===== src/rtl/dds_voice_scheduler_if.sv =====
// ----------------------------------------------------------------------------
// dds_voice_scheduler_if
// Upstream tuning-update handshake between the command decoder (master) and
// the DDS voice scheduler (slave).
//   upd_valid  master -> slave  update valid
//   upd_ready  slave  -> master update accepted when valid & ready
//   upd_voice  master -> slave  voice index of the update (8 bits)
//   upd_code   master -> slave  delta-phase tuning code (32 bits)
// ----------------------------------------------------------------------------
interface dds_voice_scheduler_if;
    logic        upd_valid;
    logic        upd_ready;
    logic [7:0]  upd_voice;
    logic [31:0] upd_code;

    modport master (
        output upd_valid,
        output upd_voice,
        output upd_code,
        input  upd_ready
    );

    modport slave (
        input  upd_valid,
        input  upd_voice,
        input  upd_code,
        output upd_ready
    );
endinterface


===== src/rtl/dds_voice_scheduler.sv =====
// ----------------------------------------------------------------------------
// dds_voice_scheduler
// Once per audio frame, walks every voice through the DDS read / compute /
// update pipeline, captures each voice's phase and forwards at most one
// tuning-code update per voice slot to the DDS single-entry update buffer.
//
// Ports:
//   i_clk, i_reset            clock, synchronous active-high reset
//   o_pipeline_state          0 read, 1 compute, 2 update, 3 idle
//   o_voice_index             voice presented to the DDS
//   i_phase                   DDS phase output
//   i_voice_index_next        DDS registered voice index
//   o_phase, o_phase_voice    captured phase and its voice
//   o_phase_valid             one-cycle strobe for o_phase/o_phase_voice
//   o_frame_start             strobe in the first READ cycle of a frame
//   o_frame_done              strobe with the last o_phase_valid of a frame
//   o_overrun                 sticky: frame tick arrived while busy
//   upd_if (slave)            upstream tuning-update handshake
//   o_SPI_flag                one-cycle update strobe to the DDS
//   o_SPI_voice_index         update voice to the DDS (held)
//   o_SPI_tuning_code         update code to the DDS (held)
// ----------------------------------------------------------------------------
module dds_voice_scheduler #(
    parameter int unsigned NUM_VOICES = 64,
    parameter int unsigned SAMPLE_DIV = 1024
) (
    input  logic                        i_clk,
    input  logic                        i_reset,
    output logic [1:0]                  o_pipeline_state,
    output logic [7:0]                  o_voice_index,
    input  logic [9:0]                  i_phase,
    input  logic [7:0]                  i_voice_index_next,
    output logic [9:0]                  o_phase,
    output logic [7:0]                  o_phase_voice,
    output logic                        o_phase_valid,
    output logic                        o_frame_start,
    output logic                        o_frame_done,
    output logic                        o_overrun,
    dds_voice_scheduler_if.slave        upd_if,
    output logic                        o_SPI_flag,
    output logic [7:0]                  o_SPI_voice_index,
    output logic [31:0]                 o_SPI_tuning_code
);

    localparam int unsigned     DIV_W      = (SAMPLE_DIV > 1) ? $clog2(SAMPLE_DIV) : 1;
    localparam logic [DIV_W-1:0] DIV_LAST  = DIV_W'(SAMPLE_DIV - 1);
    localparam logic [7:0]      LAST_VOICE = 8'(NUM_VOICES - 1);

    // Encodings match the o_pipeline_state values so the state register
    // drives that output directly.
    typedef enum logic [1:0] {
        ST_READ    = 2'd0,
        ST_COMPUTE = 2'd1,
        ST_UPDATE  = 2'd2,
        ST_IDLE    = 2'd3
    } state_t;

    state_t           r_state;
    state_t           w_state_next;
    logic [7:0]       r_voice;
    logic [7:0]       w_voice_next;
    logic [DIV_W-1:0] r_div;
    logic             w_tick;
    logic             w_last;
    logic             r_upd_ready;
    logic             w_accept;

    assign w_tick   = (r_div == DIV_LAST);
    assign w_last   = (r_voice == LAST_VOICE);
    assign w_accept = r_upd_ready & upd_if.upd_valid;

    assign o_pipeline_state = r_state;
    assign o_voice_index    = r_voice;
    assign upd_if.upd_ready = r_upd_ready;

    // ------------------------------------------------------------------
    // Pipeline sequencer
    // ------------------------------------------------------------------
    always_ff @(posedge i_clk) begin
        if (i_reset) begin
            r_state <= ST_IDLE;
            r_voice <= '0;
        end else begin
            r_state <= w_state_next;
            r_voice <= w_voice_next;
        end
    end

    always_comb begin
        w_state_next = r_state;
        w_voice_next = r_voice;
        case (r_state)
            ST_IDLE: begin
                if (w_tick) begin
                    w_state_next = ST_READ;
                    w_voice_next = '0;
                end
            end
            ST_READ:    w_state_next = ST_COMPUTE;
            ST_COMPUTE: w_state_next = ST_UPDATE;
            ST_UPDATE: begin
                if (w_last) begin
                    w_state_next = ST_IDLE;
                end else begin
                    w_state_next = ST_READ;
                    w_voice_next = r_voice + 8'd1;
                end
            end
            default: w_state_next = ST_IDLE;
        endcase
    end

    // ------------------------------------------------------------------
    // Frame divider, phase capture, update forwarding
    // ------------------------------------------------------------------
    always_ff @(posedge i_clk) begin
        if (i_reset) begin
            r_div             <= '0;
            r_upd_ready       <= 1'b0;
            o_phase           <= '0;
            o_phase_voice     <= '0;
            o_phase_valid     <= 1'b0;
            o_frame_start     <= 1'b0;
            o_frame_done      <= 1'b0;
            o_overrun         <= 1'b0;
            o_SPI_flag        <= 1'b0;
            o_SPI_voice_index <= '0;
            o_SPI_tuning_code <= '0;
        end else begin
            r_div <= w_tick ? '0 : r_div + 1'b1;

            o_frame_start <= (r_state == ST_IDLE) && w_tick;
            if (w_tick && (r_state != ST_IDLE)) begin
                o_overrun <= 1'b1;
            end

            // Ready is registered one cycle ahead so it is high exactly
            // during UPDATE, giving one acceptance slot per voice.
            r_upd_ready <= (r_state == ST_COMPUTE);

            o_phase_valid <= (r_state == ST_UPDATE);
            o_frame_done  <= (r_state == ST_UPDATE) && w_last;
            if (r_state == ST_UPDATE) begin
                o_phase       <= i_phase;
                o_phase_voice <= i_voice_index_next;
            end

            // Flag lands in the following READ (or IDLE), so the DDS buffer
            // is always drained by its UPDATE before the next flag.
            o_SPI_flag <= w_accept;
            if (w_accept) begin
                o_SPI_voice_index <= upd_if.upd_voice;
                o_SPI_tuning_code <= upd_if.upd_code;
            end
        end
    end

endmodule


===== src/flat_wrapper.sv =====
// flat-port wrapper written by rule: the top's interface ports become plain ports
module dds_voice_scheduler_flat 
#(
    parameter int unsigned NUM_VOICES = 64,
    parameter int unsigned SAMPLE_DIV = 1024
)
  (i_clk, i_reset, o_pipeline_state, o_voice_index, i_phase, i_voice_index_next, o_phase, o_phase_voice, o_phase_valid, o_frame_start, o_frame_done, o_overrun, o_SPI_flag, o_SPI_voice_index, o_SPI_tuning_code, upd_if_upd_valid, upd_if_upd_voice, upd_if_upd_code, upd_if_upd_ready);
  dds_voice_scheduler_if upd_if_i ();
  input  logic i_clk;
  input  logic i_reset;
  output logic [1:0] o_pipeline_state;
  output logic [7:0] o_voice_index;
  input  logic [9:0] i_phase;
  input  logic [7:0] i_voice_index_next;
  output logic [9:0] o_phase;
  output logic [7:0] o_phase_voice;
  output logic o_phase_valid;
  output logic o_frame_start;
  output logic o_frame_done;
  output logic o_overrun;
  output logic o_SPI_flag;
  output logic [7:0] o_SPI_voice_index;
  output logic [31:0] o_SPI_tuning_code;
  input wire logic [$bits(upd_if_i.upd_valid)-1:0] upd_if_upd_valid;
  input wire logic [$bits(upd_if_i.upd_voice)-1:0] upd_if_upd_voice;
  input wire logic [$bits(upd_if_i.upd_code)-1:0] upd_if_upd_code;
  output wire logic [$bits(upd_if_i.upd_ready)-1:0] upd_if_upd_ready;
  assign upd_if_i.upd_valid = upd_if_upd_valid;
  assign upd_if_i.upd_voice = upd_if_upd_voice;
  assign upd_if_i.upd_code = upd_if_upd_code;
  assign upd_if_upd_ready = upd_if_i.upd_ready;
  dds_voice_scheduler #(.NUM_VOICES(NUM_VOICES), .SAMPLE_DIV(SAMPLE_DIV)) u_core (.i_clk(i_clk), .i_reset(i_reset), .o_pipeline_state(o_pipeline_state), .o_voice_index(o_voice_index), .i_phase(i_phase), .i_voice_index_next(i_voice_index_next), .o_phase(o_phase), .o_phase_voice(o_phase_voice), .o_phase_valid(o_phase_valid), .o_frame_start(o_frame_start), .o_frame_done(o_frame_done), .o_overrun(o_overrun), .upd_if(upd_if_i), .o_SPI_flag(o_SPI_flag), .o_SPI_voice_index(o_SPI_voice_index), .o_SPI_tuning_code(o_SPI_tuning_code));
endmodule

===== config.mk =====
export PLATFORM = sky130hd
export DESIGN_NAME = dds_voice_scheduler_flat
export DESIGN_NICKNAME = d
export VERILOG_FILES = /design/src/rtl/dds_voice_scheduler_if.sv /design/src/rtl/dds_voice_scheduler.sv /design/src/flat_wrapper.sv
export SDC_FILE = /design/constraint.sdc
export NUM_CORES = 1
export LEC_CHECK = 0
export CAP_MARGIN = 20
export CORE_ASPECT_RATIO = 0.7
export CORE_MARGIN = 8
export CORE_UTILIZATION = 45
export DETAILED_ROUTE_END_ITERATION = 8
export HOLD_SLACK_MARGIN = 0.12
export MAX_ROUTING_LAYER = met4
export PLACE_DENSITY = 0.88
export SLEW_MARGIN = 0
export SYNTH_ARGS = -nofsm -noshare
export SYNTH_HDL_FRONTEND = slang
export SYNTH_SLANG_ARGS = --single-unit
export TNS_END_PERCENT = 50

===== constraint.sdc =====
create_clock -name i_clk -period 3.04 [get_ports i_clk]
set_clock_uncertainty 0.05 [all_clocks]
set_input_delay 0.608 -clock i_clk [delete_from_list [all_inputs] [get_ports i_clk]]
set_output_delay 0.608 -clock i_clk [all_outputs]
set_load 0.02 [all_outputs]

==> qor.txt, run 1 <==
#FFs+latches synth = 84
Hold WC Path Type = reg2reg
Fin Setup TNS = 0 ns
worst vdd ir = 0.295 mV
Antenna Cells = 0
crit path cell chain = clkdlybuf4s50_1
first-pass GRT wire length = 14.3 mm
IO buf count = 134
asr flop ratio synth = 0%
reg2reg start = u_core.o_pipeline_state[0]
Final setup violation count = 0
H-tree levels = 3
Via density = 4.97
Final min period = 2.21 ns
worst slack, placed = 1.06 ns
DR pass1 iterations = 4
Slowest-stage cell, CP = clkdlybuf4s50_1
sequential element share of the synthesized area = 54.1%
max incr delay on CP = 0.68 ns
syn nets = 446
synthesized area = 0.00311 sq mm
residual DRC count = 0
WHS Path Cells = 2
Die H = 85.5 um
CP arrival = 1.55 ns
commonest non-fill, non-tap cell in the layout = clkdlybuf4s50_1
Mapped Cells = 383
pwr/cell area = 421 mW/mm^2
total CTS buffers = 9
Initial Util = 46.2%
pin count of the biggest net entering global routing = 42
Static Leak = 0.00160 uW
most frequent cells in the layout = clkdlybuf4s50_1, nand2_1, dfxtp_1
clock sink total = 84
Detailed Route Iter0 Violations = 224
worst hold slack = 0.404 ns
DIE WIDTH = 115 um
required time of the critical path = 2.38 ns
Synth cell types = 34
drt wl/cell = 15.0 um
Startpoint Class = register
I/O pins = 135
CTS root buffer = clkbuf_8
fin crit share = 72.6%
CTS tree = done
Post-CTS Repair Setup Buffers = 0
Area Growth Syn to Fin = 50.2%
crit-path max FO = 11
Max Cap Violations = 0
Post-synth EDFFs = 0
Tot GR Track Use = 18.7%
Core ar. = 0.00673 sq mm
fraction of layout cells with a size suffix above 1 = 4.32%
R2R Setup Slk = 1.25 ns
post-cts resize count = 0
vias in the first global route = 2889
Final #Nets = 570
setup slack after layout = 0.833 ns
Reg2Reg Depth = 4
Detail Placement HPWL = 6.57 mm
Critical path buffers and inverters = 1
Hold EP = u_core.o_phase[6]
Slew Viols, Final = 0
Post-Route WL = 9.04 mm
Post-Place Cells = 590
Worst-path clk slew = 0.08 ns
YS warnings = 0
RR Endpoint = u_core.o_voice_index[4]
crit end category = output port
outcome = finished, final reports clean
hold wc startpoint = u_core.o_phase[6]
Rows = 25
Max Root-Sink Buffers = 2
Worst Tran Pin Value = 0.793 ns
f_max = 453 MHz
worst rel slew slack = 47.1%
delay-heaviest family, CP = buffers and inverters
Routed Antenna Nets = 0
GP Congestion = 0.820
Syn Area/Cell = 8.11 sq um
hold_buf cts = 0
die area = 0.00986 sq mm
via count = 2996
ys flop type = dfxtp_1
Fin. Hold Viols = 0
GRT overflow = 0
Worst-Skew Late Latency = 0.34 ns
initial antenna violation count = 0
RSZ-0062 raised after global routing = no
fin cells = 603
Crit Path Category = reg2out
==> through the flow <==
stage                     power (uW)  utilization (%)  cell area (sq um)
after floorplan                 1150                -               3110
after global placement          1230             66.7               4490
after detailed placement        1230             66.7               4490
after CTS                       1980             69.3               4660
after global routing            2040             69.3               4660
final                           1960             69.3               4660
==> power breakdown <==
group	total, uW	switching (uW)	internal [uW]	leakage, uW
combinational	104	31.8	72.4	0.000827
sequential	1110	2.65	1100	0.000677
clock	753	367	386	0.0000939
total	1960	402	1560	0.00160
==> area by class of cell <==
cell class,instances,area (sq um)
clock buffers,10,138
clock inverters,3,40.0
fillers,538,2060
inverters,2,7.51
multi-input cells,271,1310
flip-flops and latches,84,1680
well taps,94,118
repair buffers,139,1370
==> worst reg2reg max path: stages (launching register included) <==
cell and delay, ns:
dfxtp_1 0.53, or2b_1 0.68, o21ai_0 0.20, a21oi_1 0.14, nor3_1 0.06
==> state kept, by name (all words and copies together) (netlist names), 2 cells and up <==
signal                    cells
u_core.o_voice_index          8
u_core.o_pipeline_state       2
u_core.o_phase               10
u_core.r_div                 10
u_core.o_SPI_voice_index      8
u_core.o_SPI_tuning_code     32
u_core.o_phase_voice          8
==> metal layers <==
layer | vias up | GRT usage (%) | routed length (um)
met5 | - | - | 0
met4 | 0 | 5.58 | 71
met1 | 1371 | 21.8 | 3950
met2 | 111 | 28.6 | 4180
met3 | 10 | 7.99 | 840
li1 | 1504 | - | -
==> cells in the mapped netlist, types with 2 or more instances <==
library cell  number  area (sq um)
a21o_1             2          15.0
a21oi_1           70           350
a31oi_1            4          25.0
and3_1             5          31.3
and4_1             3          26.3
buf_1              5          18.8
buf_2              5          25.0
clkbuf_1          15          56.3
dfxtp_1           84          1680
ha_1               2          25.0
inv_1              2          7.51
nand2_1          126           473
nand3_1            7          35.0
nor2_1            16          60.1
nor3_1             6          30.0
nor4_1             2          12.5
o21ai_0            6          30.0
xnor2_1            4          35.0
xor2_1             4          35.0
==> worst max-delay path by stage <==
stage	start	slack [ns]	to	depth (start not counted)
finish	u_core.o_pipeline_state[0]	0.83	o_pipeline_state[0]	1
floorplan	u_core.o_voice_index[0]	1.45	u_core.o_voice_index[0]	6
global placement	upd_if_upd_valid	1.14	u_core.o_SPI_tuning_code[24]	5
global route	u_core.o_pipeline_state[0]	0.76	o_pipeline_state[0]	1
CTS	u_core.o_pipeline_state[0]	0.82	o_pipeline_state[0]	1
detailed placement	upd_if_upd_valid	1.06	u_core.o_SPI_tuning_code[21]	5
==> logic make-up after synthesis <==
kind of cell               after synthesis  share of synthesized area (%)
AOI/OAI and AO/OA                       86                           14.9
xor gates and xnor gates                 8                           2.26
adders and majority gates                2                          0.806
buffers and inverters                   28                           3.83
DFF                                     84                           54.1
and+or+nand+nor                        175                           24.1
No activity file was read; power rests on OpenSTA's default activity.
==> run 2: changes to the inputs <==
CORE_UTILIZATION = 42   (was 45)
PLACE_DENSITY = 0.83   (was 0.88)
clock period = 2.3 ns   (was 3.04 ns; I/O delays follow)
==> qor.txt, run 2 (synthesized netlist as in run 1, its figures left out) <==
DR pass1 iterations = 5 (+1)
Fin. Hold Viols = 0 (unchanged)
Post-Place Cells = 595 (+0.85%)
CP startpoint = u_core.o_pipeline_state[0]
commonest non-fill, non-tap cell in the layout = clkdlybuf4s50_1
DIE WIDTH = 119 um (+3.0%)
Final min period = 2.04 ns
Crit Path Category = reg2out
CP arrival = 1.53 ns (-0.02 ns)
clock sink total = 84 (unchanged)
Top Metal Used = met4
most frequent cells in the layout = clkdlybuf4s50_1, nand2_1, dfxtp_1
WL met3 = 763 um (-9.2%)
residual DRC count = 0 (unchanged)
I/O pins = 135 (unchanged)
placement-stage cell area = 0.00451 sq mm (+0.56%)
fin crit share = 88.9%
vias in the first global route = 2937 (+1.7%)
Slowest-stage cell, CP = clkdlybuf4s50_1
Worst Tran Pin Value = 0.402 ns (-0.391 ns)
max incr delay on CP = 0.68 ns (about the same)
worst rel slew slack = 73.2% (+26 points)
H-tree levels = 3 (unchanged)
Startpoint Class = register
post-cts resize count = 0 (unchanged)
GRT overflow = 0 (unchanged)
met2 wire length = 4.19 mm (+0.19%)
Largest regs = u_core.o_SPI_tuning_code x32, u_core.o_phase x10, u_core.r_div x10
delay-heaviest family, CP = buffers and inverters
Critical path buffers and inverters = 1 (unchanged)
first-pass GRT wire length = 14.2 mm (-0.92%)
Via density = 4.88 (-1.9%)
Die H = 87.9 um (+2.9%)
outcome = finished, final reports clean
Max Cap Violations = 0 (unchanged)
initial antenna violation count = 0 (unchanged)
crit path cell chain = clkdlybuf4s50_1
CTS root buffer = clkbuf_8
Post-CTS Repair Setup Buffers = 0 (unchanged)
Final Core Density = 65.6% (-3.7 points)
crit-path max FO = 11 (unchanged)
reg2reg start = u_core.r_div[0]
RSZ-0062 raised after global routing = no
fraction of layout cells with a size suffix above 1 = 5.07% (+0.75 points)
drt wl/cell = 14.4 um (-4.0%)
Initial Util = 43.0% (-3.2 points)
via count = 2979 (-0.57%)
pin count of the biggest net entering global routing = 56 (+33%)
GP Congestion = 0.826 (+0.69%)
fin cells = 611 (+1.3%)
f_max = 489 MHz
Detail Placement HPWL = 6.44 mm (-2.0%)
crit end category = output port
number of flip-flops in the largest register = 32 (unchanged)
required time of the critical path = 1.79 ns (-0.59 ns)
CTS tree = done
finished layout cell area = 0.00474 sq mm (+1.6%)
Max Root-Sink Buffers = 2 (unchanged)
Area Growth Syn to Fin = 52.6%
IO buf count = 134 (unchanged)
Rows = 26 (+4.0%)
Antenna Cells = 0 (unchanged)
hold_buf cts = 0 (unchanged)
die area = 0.0104 sq mm (+6.0%)
Routed Antenna Nets = 0 (unchanged)
Metal-1 WL = 3.80 mm (-3.6%)
pwr/cell area = 589 mW/mm^2 (+40%)
Final setup violation count = 0 (unchanged)
largest register by flop count = u_core.o_SPI_tuning_code
hold wc startpoint = u_core.r_div[0]
Static Leak = 0.00163 uW (+1.7%)
Worst-Skew Late Latency = 0.34 ns (about the same)
Detailed Route Iter0 Violations = 205 (-8.5%)
Tot GR Track Use = 17.1% (-1.6 points)
Fin Setup TNS = 0 ns (unchanged)
Post-Route WL = 8.80 mm (-2.7%)
Worst-path clk slew = 0.09 ns (about the same)
total CTS buffers = 9 (unchanged)
worst vdd ir = 0.462 mV (+57%)
Hold WC Path Type = reg2reg
Slew Viols, Final = 0 (unchanged)
Core ar. = 0.00722 sq mm (+7.4%)
Final #Nets = 571 (+0.18%)
run 2: cell count changes in the layout (fill, tap and decap cells not counted), sizes merged:
cell and change:
inv +3, buf +1, bufinv +1, clkbuf -1
clkinv -1, clkinvlp +1
run 2: worst register-to-register path, stage by stage (launching register included):
cell and delay (ns):
dfxtp_1 0.36, ha_1 0.21, and4_1 0.31, and3_1 0.24
a21boi_0 0.09, a311o_1 0.33
run 2: cell type report:
cell class              count  area, sq um
fillers                   627         2480
well taps                  98          123
multi-input cells         271         1310
clock inverters             7          105
clock buffers               9          124
flip-flops and latches     84         1680
repair buffers            140         1390
inverters                   2         7.51
run 2: metrics by stage:
stage,hold slack (ns),total power (uW),worst slack (ns)
2_1_floorplan,0.367,1520,0.713
3_3_place_gp,0.380,1630,0.552
3_5_place_dp,0.395,1630,0.497
4_1_cts,0.407,2820,0.244
5_1_grt,0.420,2910,0.182
6_report,0.399,2790,0.256
run 2: worst paths after layout:
kind | end | slack (ns) | cells after the start
setup reg to reg | u_core.o_pipeline_state[1] | 0.62 | 5
hold reg to reg | u_core.r_div[0] | 0.40 | 1
hold / removal | u_core.r_div[0] | 0.40 | 1
setup / recovery | o_pipeline_state[0] | 0.26 | 1
run 2: power breakdown:
| part | total, uW | internal [uW] | switching [uW] | leakage [uW] |
|---|---|---|---|---|
| clock network | 1190 | 629 | 564 | 0.000112 |
| registers | 1460 | 1460 | 3.12 | 0.000677 |
| logic | 140 | 98.3 | 41.4 | 0.000836 |
| total | 2790 | 2180 | 609 | 0.00163 |
run 2: per-layer routing:
layer | global-route usage, % | vias up
li1 | - | 1517
met1 | 19.3 | 1366
met2 | 27.5 | 92
met3 | 8.05 | 4
met4 | 3.43 | 0
met5 | - | -
==> run 3: changes to the inputs <==
CORE_ASPECT_RATIO = 1.2   (was 0.7)
==> qor.txt, run 3 (synthesized netlist as in run 1, its figures left out) <==
Tot GR Track Use = 16.6% (-0.49 points)
Max Cap Violations = 0 (unchanged)
H-tree levels = 3 (unchanged)
Critical Path End = o_pipeline_state[0]
Detail Placement HPWL = 6.54 mm (+1.5%)
CP Depth = 1 (unchanged)
total CTS buffers = 9 (unchanged)
worst vdd ir = 0.345 mV (-25%)
die area = 0.0104 sq mm (-0.31%)
Fin Setup TNS = 0 ns (unchanged)
commonest non-fill, non-tap cell in the layout = clkdlybuf4s50_1
CTS tree = done
RR Endpoint = u_core.o_pipeline_state[1]
outcome = finished, final reports clean
number of flip-flops in the largest register = 32 (unchanged)
sequential power share = 54.7% (+2.4 points)
Via density = 5.02 (+2.9%)
Final min period = 2.05 ns (+0.00682 ns)
RSZ-0062 raised after global routing = no
residual DRC count = 0 (unchanged)
Post-CTS Repair Setup Buffers = 0 (unchanged)
Crit Path Category = reg2out
Fin. Hold Viols = 0 (unchanged)
Area Growth Syn to Fin = 50.7%
crit end category = output port
Multi-input gate area = 0.00131 sq mm (unchanged)
Worst Tran Pin Value = 0.406 ns (+0.00407 ns)
Worst-Skew Late Latency = 0.34 ns (about the same)
fin cells = 600 (-1.8%)
Logic pwr share = 5.1% (about the same)
Antenna Cells = 0 (unchanged)
f_max = 488 MHz (-0.33%)
CP arrival = 1.54 ns (about the same)
Startpoint Class = register
hold_buf cts = 0 (unchanged)
fin crit share = 89.2% (+0.30 points)
Reg2Reg Depth = 5 (unchanged)
DR pass1 iterations = 4 (-1)
worst rel slew slack = 72.9% (-0.27 points)
crit-path max FO = 11 (unchanged)
most frequent cells in the layout = clkdlybuf4s50_1, nand2_1, dfxtp_1
Final Core Density = 64.7% (-0.90 points)
DIE WIDTH = 94.5 um (-20%)
drt wl/cell = 14.9 um (+3.2%)
required time of the critical path = 1.79 ns (about the same)
Hold WC Path Type = in2reg
hold wc startpoint = i_reset
Register Area = 0.00168 sq mm (unchanged)
Slowest-stage cell, CP = clkdlybuf4s50_1
initial antenna violation count = 0 (unchanged)
Max Root-Sink Buffers = 2 (unchanged)
Fillers = 625 (-0.32%)
Switch Pwr = 524 uW (-14%)
pwr/cell area = 570 mW/mm^2 (-3.2%)
via count = 3010 (+1.0%)
Static Leak = 0.00161 uW (-1.2%)
GRT overflow = 0 (unchanged)
Slew Viols, Final = 0 (unchanged)
R2R Setup Slk = 0.55 ns (-0.07 ns)
Detailed Route Iter0 Violations = 100 (-51%)
Core ar. = 0.00723 sq mm (+0.14%)
vias in the first global route = 2731 (-7.0%)
IO buf count = 134 (unchanged)
Initial Util = 42.9% (-0.060 points)
largest register by flop count = u_core.o_SPI_tuning_code
clock sink total = 84 (unchanged)
Final #Nets = 571 (unchanged)
CTS root buffer = clkbuf_8
Largest regs = u_core.o_SPI_tuning_code x32, u_core.o_phase x10, u_core.r_div x10
Post-Place Cells = 587 (-1.3%)
CP startpoint = u_core.o_pipeline_state[0]
first-pass GRT wire length = 13.3 mm (-6.0%)
Rows = 34 (+31%)
sw frac = 19.6% (-2.2 points)
fraction of layout cells with a size suffix above 1 = 4.31% (-0.75 points)
clock power share = 40.2% (-2.5 points)
finished layout cell area = 0.00468 sq mm (-1.2%)
final total power = 2670 uW (-4.4%)
reg2reg start = u_core.r_div[0]
post-cts resize count = 0 (unchanged)
Routed Antenna Nets = 0 (unchanged)
Pint = 2150 uW (-1.8%)
GP Congestion = 0.808 (-2.2%)
Post-Route WL = 8.92 mm (+1.4%)
max incr delay on CP = 0.69 ns (about the same)
placement-stage cell area = 0.00449 sq mm (-0.50%)
delay-heaviest family, CP = buffers and inverters
Worst-path clk slew = 0.07 ns (-0.02 ns)
Die H = 110 um (+25%)
pin count of the biggest net entering global routing = 42 (-25%)
Final setup violation count = 0 (unchanged)
I/O pins = 135 (unchanged)
Critical path buffers and inverters = 1 (unchanged)
crit path cell chain = clkdlybuf4s50_1
## run 3: power by group through the flow
stage,clock network [uW],registers (uW),logic [uW]
finish,1070,1460,136
global route,1150,1460,146
CTS,1100,1460,137
detailed placement,0,1490,136
global placement,0,1490,135
floorplan,0,1490,29.1
## run 3: worst reg2reg max path: stages (launching register included)
cell and delay, ns:
dfxtp_1 0.37, ha_1 0.21, and4_1 0.31, and3_1 0.26, a21boi_0 0.10, a311o_1 0.33
## run 3: cell type report
| type | count | area share, % |
|---|---|---|
| sequential | 84 | 35.9 |
| multi-input combinational | 271 | 27.9 |
| tap | 90 | 2.41 |
| inverter | 2 | 0.160 |
| timing repair buffer | 140 | 29.5 |
| clock buffer | 10 | 2.73 |
| clock inverter | 3 | 1.39 |
## run 3: layer usage
layer	GRT usage (%)	vias to the layer above	wire length [um]
li1	-	1509	-
met1	18.4	1381	3610
met2	29.0	108	4620
met3	2.91	12	563
met4	6.70	0	126
met5	-	-	0
## run 3: worst min-delay path by stage
| stage | endpoint | slack, ns | cells past startpoint |
|---|---|---|---|
| final | u_core.r_div[8] | 0.27 | 2 |
| after global routing | u_core.r_div[8] | 0.30 | 2 |
| after CTS | u_core.r_div[8] | 0.26 | 2 |
| after detailed placement | u_core.r_div[0] | 0.39 | 1 |
| after global placement | u_core.r_div[0] | 0.38 | 1 |
| after floorplan | u_core.r_div[0] | 0.37 | 1 |
## run 3: stage by stage
stage | hold WS, ns | setup slack [ns]
6_report | 0.270 | 0.249
5_1_grt | 0.298 | 0.181
4_1_cts | 0.263 | 0.244
3_5_place_dp | 0.393 | 0.498
3_3_place_gp | 0.381 | 0.527
2_1_floorplan | 0.367 | 0.713
